[config.mk]
export PLATFORM = sky130hd
export DESIGN_NAME = rtc_read_cycle_flat
export DESIGN_NICKNAME = d
export VERILOG_FILES = /design/src/rtl/rtc_read_cycle_if.sv /design/src/rtl/rtc_read_cycle.sv /design/src/flat_wrapper.sv
export SDC_FILE = /design/constraint.sdc
export NUM_CORES = 1
export LEC_CHECK = 0
export ABC_AREA = 1
export BUFFER_PORTS_ARGS = -buffer_cell sky130_fd_sc_hd__buf_2
export CAP_MARGIN = 20
export CORE_MARGIN = 4
export CORE_UTILIZATION = 53
export CTS_CLUSTER_SIZE = 8
export DETAILED_ROUTE_END_ITERATION = 16
export PLACE_DENSITY_LB_ADDON = 0.3
export REMOVE_ABC_BUFFERS = 1
export SKIP_LAST_GASP = 1
export SYNTH_ARGS = -nofsm -noshare
export SYNTH_HDL_FRONTEND = slang
export SYNTH_SLANG_ARGS = --single-unit
[constraint.sdc]
create_clock -name Clock_in -period 2.6 [get_ports Clock_in]
set_input_delay 0.39 -clock Clock_in [delete_from_list [all_inputs] [get_ports Clock_in]]
set_output_delay 0.39 -clock Clock_in [all_outputs]
set_load 0.03 [all_outputs]
[src/rtl/rtc_read_cycle_if.sv]
// Bus and handshake bundle between the RTC control FSM, the read-cycle
// sequencer and the A/D bus tri-state pads.
interface rtc_read_cycle_if;
  logic       start;
  logic [7:0] addr_in;
  logic [7:0] bus_in;
  logic [7:0] bus_out;
  logic       bus_oe;
  logic       A_D;
  logic       CS;
  logic       WR;
  logic       RD;
  logic [7:0] data_out;
  logic       data_valid;
  logic       busy;
  logic       done;

  // Sequencer side
  modport master (
    input  start, addr_in, bus_in,
    output bus_out, bus_oe, A_D, CS, WR, RD, data_out, data_valid, busy, done
  );

  // Controller / pad side
  modport slave (
    output start, addr_in, bus_in,
    input  bus_out, bus_oe, A_D, CS, WR, RD, data_out, data_valid, busy, done
  );
endinterface

[src/rtl/rtc_read_cycle.sv]
// V3023 RTC read-cycle sequencer: address phase (A_D low, CS/WR strobe) followed
// by data phase (A_D high, CS/RD strobe, bus released), capturing the RTC byte.
// Every phase is self-timed by one shared 8-bit down-counter loaded with T_x-1.
module rtc_read_cycle #(
  parameter int unsigned T_SETUP = 2,
  parameter int unsigned T_WR    = 10,
  parameter int unsigned T_HOLD  = 3,
  parameter int unsigned T_GAP   = 15,
  parameter int unsigned T_RD    = 10,
  parameter int unsigned T_REC   = 70
) (
  input logic              Clock_in,
  input logic              Reset,
  rtc_read_cycle_if.master bus
);

  typedef enum logic [2:0] {
    IDLE,
    ADDR_SETUP,
    ADDR_STROBE,
    ADDR_HOLD,
    GAP,
    DATA_STROBE,
    RECOVER,
    DONE
  } state_t;

  localparam logic [7:0] LD_SETUP = 8'(T_SETUP - 1);
  localparam logic [7:0] LD_WR    = 8'(T_WR - 1);
  localparam logic [7:0] LD_HOLD  = 8'(T_HOLD - 1);
  localparam logic [7:0] LD_GAP   = 8'(T_GAP - 1);
  localparam logic [7:0] LD_RD    = 8'(T_RD - 1);
  localparam logic [7:0] LD_REC   = 8'(T_REC - 1);

  state_t     state_q, state_d;
  logic [7:0] cnt_q, cnt_d;
  logic [7:0] addr_q;
  logic [7:0] data_q;
  logic       valid_q;
  logic       cnt_zero;
  logic       accept;
  logic       capture;

  assign cnt_zero = (cnt_q == 8'd0);
  assign accept   = (state_q == IDLE) && bus.start;
  // Capture on the edge that ends the final RD-low cycle.
  assign capture  = (state_q == DATA_STROBE) && cnt_zero;

  // Next-state and phase-counter sequencing
  always_comb begin
    state_d = state_q;
    cnt_d   = cnt_q;
    unique case (state_q)
      IDLE: begin
        if (bus.start) begin
          state_d = ADDR_SETUP;
          cnt_d   = LD_SETUP;
        end
      end
      ADDR_SETUP: begin
        if (cnt_zero) begin
          state_d = ADDR_STROBE;
          cnt_d   = LD_WR;
        end else begin
          cnt_d = cnt_q - 8'd1;
        end
      end
      ADDR_STROBE: begin
        if (cnt_zero) begin
          state_d = ADDR_HOLD;
          cnt_d   = LD_HOLD;
        end else begin
          cnt_d = cnt_q - 8'd1;
        end
      end
      ADDR_HOLD: begin
        if (cnt_zero) begin
          state_d = GAP;
          cnt_d   = LD_GAP;
        end else begin
          cnt_d = cnt_q - 8'd1;
        end
      end
      GAP: begin
        if (cnt_zero) begin
          state_d = DATA_STROBE;
          cnt_d   = LD_RD;
        end else begin
          cnt_d = cnt_q - 8'd1;
        end
      end
      DATA_STROBE: begin
        if (cnt_zero) begin
          state_d = RECOVER;
          cnt_d   = LD_REC;
        end else begin
          cnt_d = cnt_q - 8'd1;
        end
      end
      RECOVER: begin
        if (cnt_zero) begin
          state_d = DONE;
          cnt_d   = 8'd0;
        end else begin
          cnt_d = cnt_q - 8'd1;
        end
      end
      DONE: begin
        // Start is deliberately ignored here; a new request is taken from IDLE only.
        state_d = IDLE;
        cnt_d   = 8'd0;
      end
      default: begin
        state_d = IDLE;
        cnt_d   = 8'd0;
      end
    endcase
  end

  // State, counter and captured-data registers
  always_ff @(posedge Clock_in) begin
    if (Reset) begin
      state_q <= IDLE;
      cnt_q   <= 8'd0;
      valid_q <= 1'b0;
      data_q  <= 8'd0;
    end else begin
      state_q <= state_d;
      cnt_q   <= cnt_d;
      if (accept) begin
        valid_q <= 1'b0;
      end else if (capture) begin
        valid_q <= 1'b1;
      end
      if (capture) begin
        data_q <= bus.bus_in;
      end
    end
  end

  // Address latch; only observable while bus_oe is high, so it needs no reset
  always_ff @(posedge Clock_in) begin
    if (accept) begin
      addr_q <= bus.addr_in;
    end
  end

  // Moore decode of strobes and pad enable from the current state
  always_comb begin
    bus.A_D    = 1'b1;
    bus.CS     = 1'b1;
    bus.WR     = 1'b1;
    bus.RD     = 1'b1;
    bus.bus_oe = 1'b0;
    unique case (state_q)
      ADDR_SETUP: begin
        bus.A_D    = 1'b0;
        bus.bus_oe = 1'b1;
      end
      ADDR_STROBE: begin
        bus.A_D    = 1'b0;
        bus.CS     = 1'b0;
        bus.WR     = 1'b0;
        bus.bus_oe = 1'b1;
      end
      ADDR_HOLD: begin
        bus.A_D    = 1'b0;
        bus.bus_oe = 1'b1;
      end
      DATA_STROBE: begin
        bus.CS = 1'b0;
        bus.RD = 1'b0;
      end
      default: begin
        bus.A_D = 1'b1;
      end
    endcase
    bus.bus_out    = bus.bus_oe ? addr_q : 8'd0;
    bus.data_out   = data_q;
    bus.data_valid = valid_q;
    bus.busy       = (state_q != IDLE);
    bus.done       = (state_q == DONE);
  end

endmodule

[src/flat_wrapper.sv]
// flat-port wrapper written by rule: the top's interface ports become plain ports
module rtc_read_cycle_flat 
#(
  parameter int unsigned T_SETUP = 2,
  parameter int unsigned T_WR    = 10,
  parameter int unsigned T_HOLD  = 3,
  parameter int unsigned T_GAP   = 15,
  parameter int unsigned T_RD    = 10,
  parameter int unsigned T_REC   = 70
)
  (Clock_in, Reset, bus_start, bus_addr_in, bus_bus_in, bus_bus_out, bus_bus_oe, bus_A_D, bus_CS, bus_WR, bus_RD, bus_data_out, bus_data_valid, bus_busy, bus_done);
  rtc_read_cycle_if bus_i ();
  input logic Clock_in;
  input logic Reset;
  input wire logic [$bits(bus_i.start)-1:0] bus_start;
  input wire logic [$bits(bus_i.addr_in)-1:0] bus_addr_in;
  input wire logic [$bits(bus_i.bus_in)-1:0] bus_bus_in;
  output wire logic [$bits(bus_i.bus_out)-1:0] bus_bus_out;
  output wire logic [$bits(bus_i.bus_oe)-1:0] bus_bus_oe;
  output wire logic [$bits(bus_i.A_D)-1:0] bus_A_D;
  output wire logic [$bits(bus_i.CS)-1:0] bus_CS;
  output wire logic [$bits(bus_i.WR)-1:0] bus_WR;
  output wire logic [$bits(bus_i.RD)-1:0] bus_RD;
  output wire logic [$bits(bus_i.data_out)-1:0] bus_data_out;
  output wire logic [$bits(bus_i.data_valid)-1:0] bus_data_valid;
  output wire logic [$bits(bus_i.busy)-1:0] bus_busy;
  output wire logic [$bits(bus_i.done)-1:0] bus_done;
  assign bus_i.start = bus_start;
  assign bus_i.addr_in = bus_addr_in;
  assign bus_i.bus_in = bus_bus_in;
  assign bus_bus_out = bus_i.bus_out;
  assign bus_bus_oe = bus_i.bus_oe;
  assign bus_A_D = bus_i.A_D;
  assign bus_CS = bus_i.CS;
  assign bus_WR = bus_i.WR;
  assign bus_RD = bus_i.RD;
  assign bus_data_out = bus_i.data_out;
  assign bus_data_valid = bus_i.data_valid;
  assign bus_busy = bus_i.busy;
  assign bus_done = bus_i.done;
  rtc_read_cycle #(.T_SETUP(T_SETUP), .T_WR(T_WR), .T_HOLD(T_HOLD), .T_GAP(T_GAP), .T_RD(T_RD), .T_REC(T_REC)) u_core (.Clock_in(Clock_in), .Reset(Reset), .bus(bus_i));
endmodule
==> results.ini <==
[status]
outcome=complete, no violations

[logic_synthesis]
avgSynthCellArea_um2=7.33
synthMuxAreaShare_pct=0
synthDistinctLibCells=20
synth-seq-area-share_pct=47.0
synth_warnings=0
synth-seq-cells=28
postSynthCellCount=186
synth_edf_count=8
synth_compound_area_share_pct=8.72
synth_fa_ha_area_share_pct=0.917
synth_simple_gate_area_share_pct=32.6
synthTopCellsByArea=dfxtp_1 (29%), edfxtp_1 (18%), nand2_1 (11%)
synth_top_area_share_pct=29.4
synth_top_area_cell=dfxtp_1
synthFlopType=dfxtp_1
netlist_top_cells_count=nand2_1 (40), nor2_1 (40), inv_1 (25)
async_flop_share_pct=0
synth_top_family_by_area=simple AND/OR/NAND/NOR gates
synth_area_um2=1360
yosys.area_share.xor_xnor_pct=2.57

[power_and_ir_drop]
switching_power_mw=0.937
leakage_nw=0.873
power_frac_clock_pct=14.3
power_density_nw_per_um2=1190
combPwrFrac_pct=54.4
irDropWorstVdd_v=0.000806
p_seq_share_pct=31.3
sw_frac_of_total_pct=47.5
intPower_mw=1.04

[clock_tree]
cts_buffers=3
path_clk_slew_ns=0.15
htree_levels=1
root_buffer=clkbuf_4
cts.repair.resized=0
post_cts_buffers=0
clockBufferDepth=2
cts_tree=built
clk_latency_ns=0.32
cts_hold_buf=0
numClockSinks=28

[worst_setup_path]
crit_required_ns=2.21
cp-start-kind=register
cp-end-kind=output pin
crit_path_start=u_core.state_q[0]
worstSetupPathType=register to output pin
timing.rr.start=u_core.state_q[2]
arrival_ns=1.68
r2r_cells=3
r2r_slack_ns=0.94
setup.worst_path.end=bus_bus_out[0]
reg2reg_to=u_core.addr_q[7]
path_max_fanout=9

[die]
die_w_um=58.7
coreArea_um2=2450
ioPinCount=43
dieArea_um2=3450
start_util_pct=55.6
die_h_um=58.7
row_count=18

[place]
dp_cells=257
gp_congestion=0.814
port_buffers=42
dp.final_hpwl_um=2190
place_ws_ns=0.901

[sta]
skew_ns=0.00237
tns_ns=0
finalHoldViolations=0
max_freq_mhz=484
rsz0062_at_grt=no
period_share_pct=79.4
setup_viol=0
layout_setup_ws_ns=0.535
slew_viol_final=0
period_minus_slack_ns=2.07
max_slew_margin_pct=48.9
tightest_slew_ns=0.764

[run]
cap_violations=0

[route]
dr.first_iter.drc_count=41
wl_per_cell_um=11.2
drc=0
num_vias=1265
vias_per_cell=4.85
wirelength_um=2920
drt_first_pass_iters=4
ant_nets=0

[layout]
diodes=0
seq_area_um2=641
nets=252
final_cells=261
multiInputGateArea_um2=611
drive_gt1_share_pct=25.5
nFillCells=209
area_growth_pct=21.7

[global_route]
grtUsageTotal_pct=17.0
grt_max_degree=17
grt_overflow=0
antenna_found_initial=0
grt_pass1_vias=1116
grt_pass1_wl_um=4630

[worst_hold_path]
min_path_cells=1
hold_class=primary input to register

==> metal layers <==
| metal | vias up | share of wire (%) | GRT usage (%) |
|---|---|---|---|
| met5 | - | 0 | 0 |
| met4 | 0 | 1.3 | 6.47 |
| met3 | 6 | 4.6 | 1.97 |
| met2 | 35 | 48 | 28.4 |
| met1 | 559 | 46 | 22.4 |
| li1 | 665 | - | - |
==> sequential cells by signal (all words and copies together), names as in the netlist <==
register	flops
u_core.state_q	3
u_core.cnt_q	8
u_core.bus.data_valid	1
u_core.bus.data_out	8
u_core.addr_q	8
==> critical path, cell delays in order, from the launching register on <==
cell	delay [ns]
dfxtp_1	0.48
inv_1	0.13
o21ai_2	0.17
clkinv_1	0.22
nor2_1	0.15
buf_2	0.21
==> how the worst min path moves through the flow <==
| stage | startpoint | endpoint | slack, ns |
|---|---|---|---|
| 2_1_floorplan | u_core.cnt_q[1] | u_core.cnt_q[1] | 0.45 |
| 5_1_grt | bus_addr_in[0] | u_core.addr_q[0] | 0.20 |
| 3_5_place_dp | u_core.cnt_q[1] | u_core.cnt_q[1] | 0.48 |
| 4_1_cts | bus_addr_in[5] | u_core.addr_q[5] | 0.22 |
| 3_3_place_gp | u_core.cnt_q[1] | u_core.cnt_q[1] | 0.47 |
| 6_report | bus_addr_in[5] | u_core.addr_q[5] | 0.23 |
==> metrics by stage <==
step | instance area (um2) | hold slack (ns) | total power [mW] | util (%)
CTS | 1660 | 0.218 | 1.98 | 67.6
global route | 1660 | 0.199 | 2.13 | 67.6
detailed placement | 1610 | 0.483 | 1.69 | 65.5
global placement | 1610 | 0.474 | 1.68 | 65.5
floorplan | 1360 | 0.451 | 1.46 | -
finish | 1660 | 0.227 | 1.97 | 67.6
==> cells by family (layout without fill, tap and decap cells) <==
kind of cell             count (synthesis)  after routing
flip-flops                              28             28
XOR/XNOR                                 4              4
AND/OR/NAND/NOR                        100            100
adder cells (fa/ha/maj)                  1              1
buffers and inverters                   30             75
AO/OA/AOI/OAI                           23             23
==> power groups by stage <==
stage | Combinational, mW | Sequential, mW | Clock (mW)
6_report | 1.07 | 0.617 | 0.283
5_1_grt | 1.19 | 0.630 | 0.308
4_1_cts | 1.08 | 0.616 | 0.290
3_5_place_dp | 1.07 | 0.627 | 0
3_3_place_gp | 1.06 | 0.625 | 0
2_1_floorplan | 0.838 | 0.619 | 0
==> area by class of cell <==
| class | count | share of cell area, % |
|---|---|---|
| Sequential cell | 28 | 38.6 |
| Timing Repair Buffer | 42 | 12.7 |
| Multi-Input combinational cell | 128 | 36.8 |
| Inverter | 29 | 6.56 |
| Clock buffer | 3 | 1.36 |
| Clock inverter | 1 | 1.81 |
| Tap cell | 30 | 2.26 |
==> layout by cell type, fill, tap and decap left out <==
master	instances
nand4_1	2
inv_1	25
nand2_4	2
inv_2	3
xor2_1	3
ha_1	1
edfxtp_1	8
dfxtp_1	20
nor2_1	40
xnor2_1	1
clkbuf_4	3
nand2_1	40
o21ai_2	1
nand3_1	9
a21oi_1	11
clkinv_1	1
o21ai_0	11
bufinv_16	1
nor2_2	1
nand2_2	2
nor2_4	4
buf_2	42
Note: power is estimated with default switching activity, not from simulation.
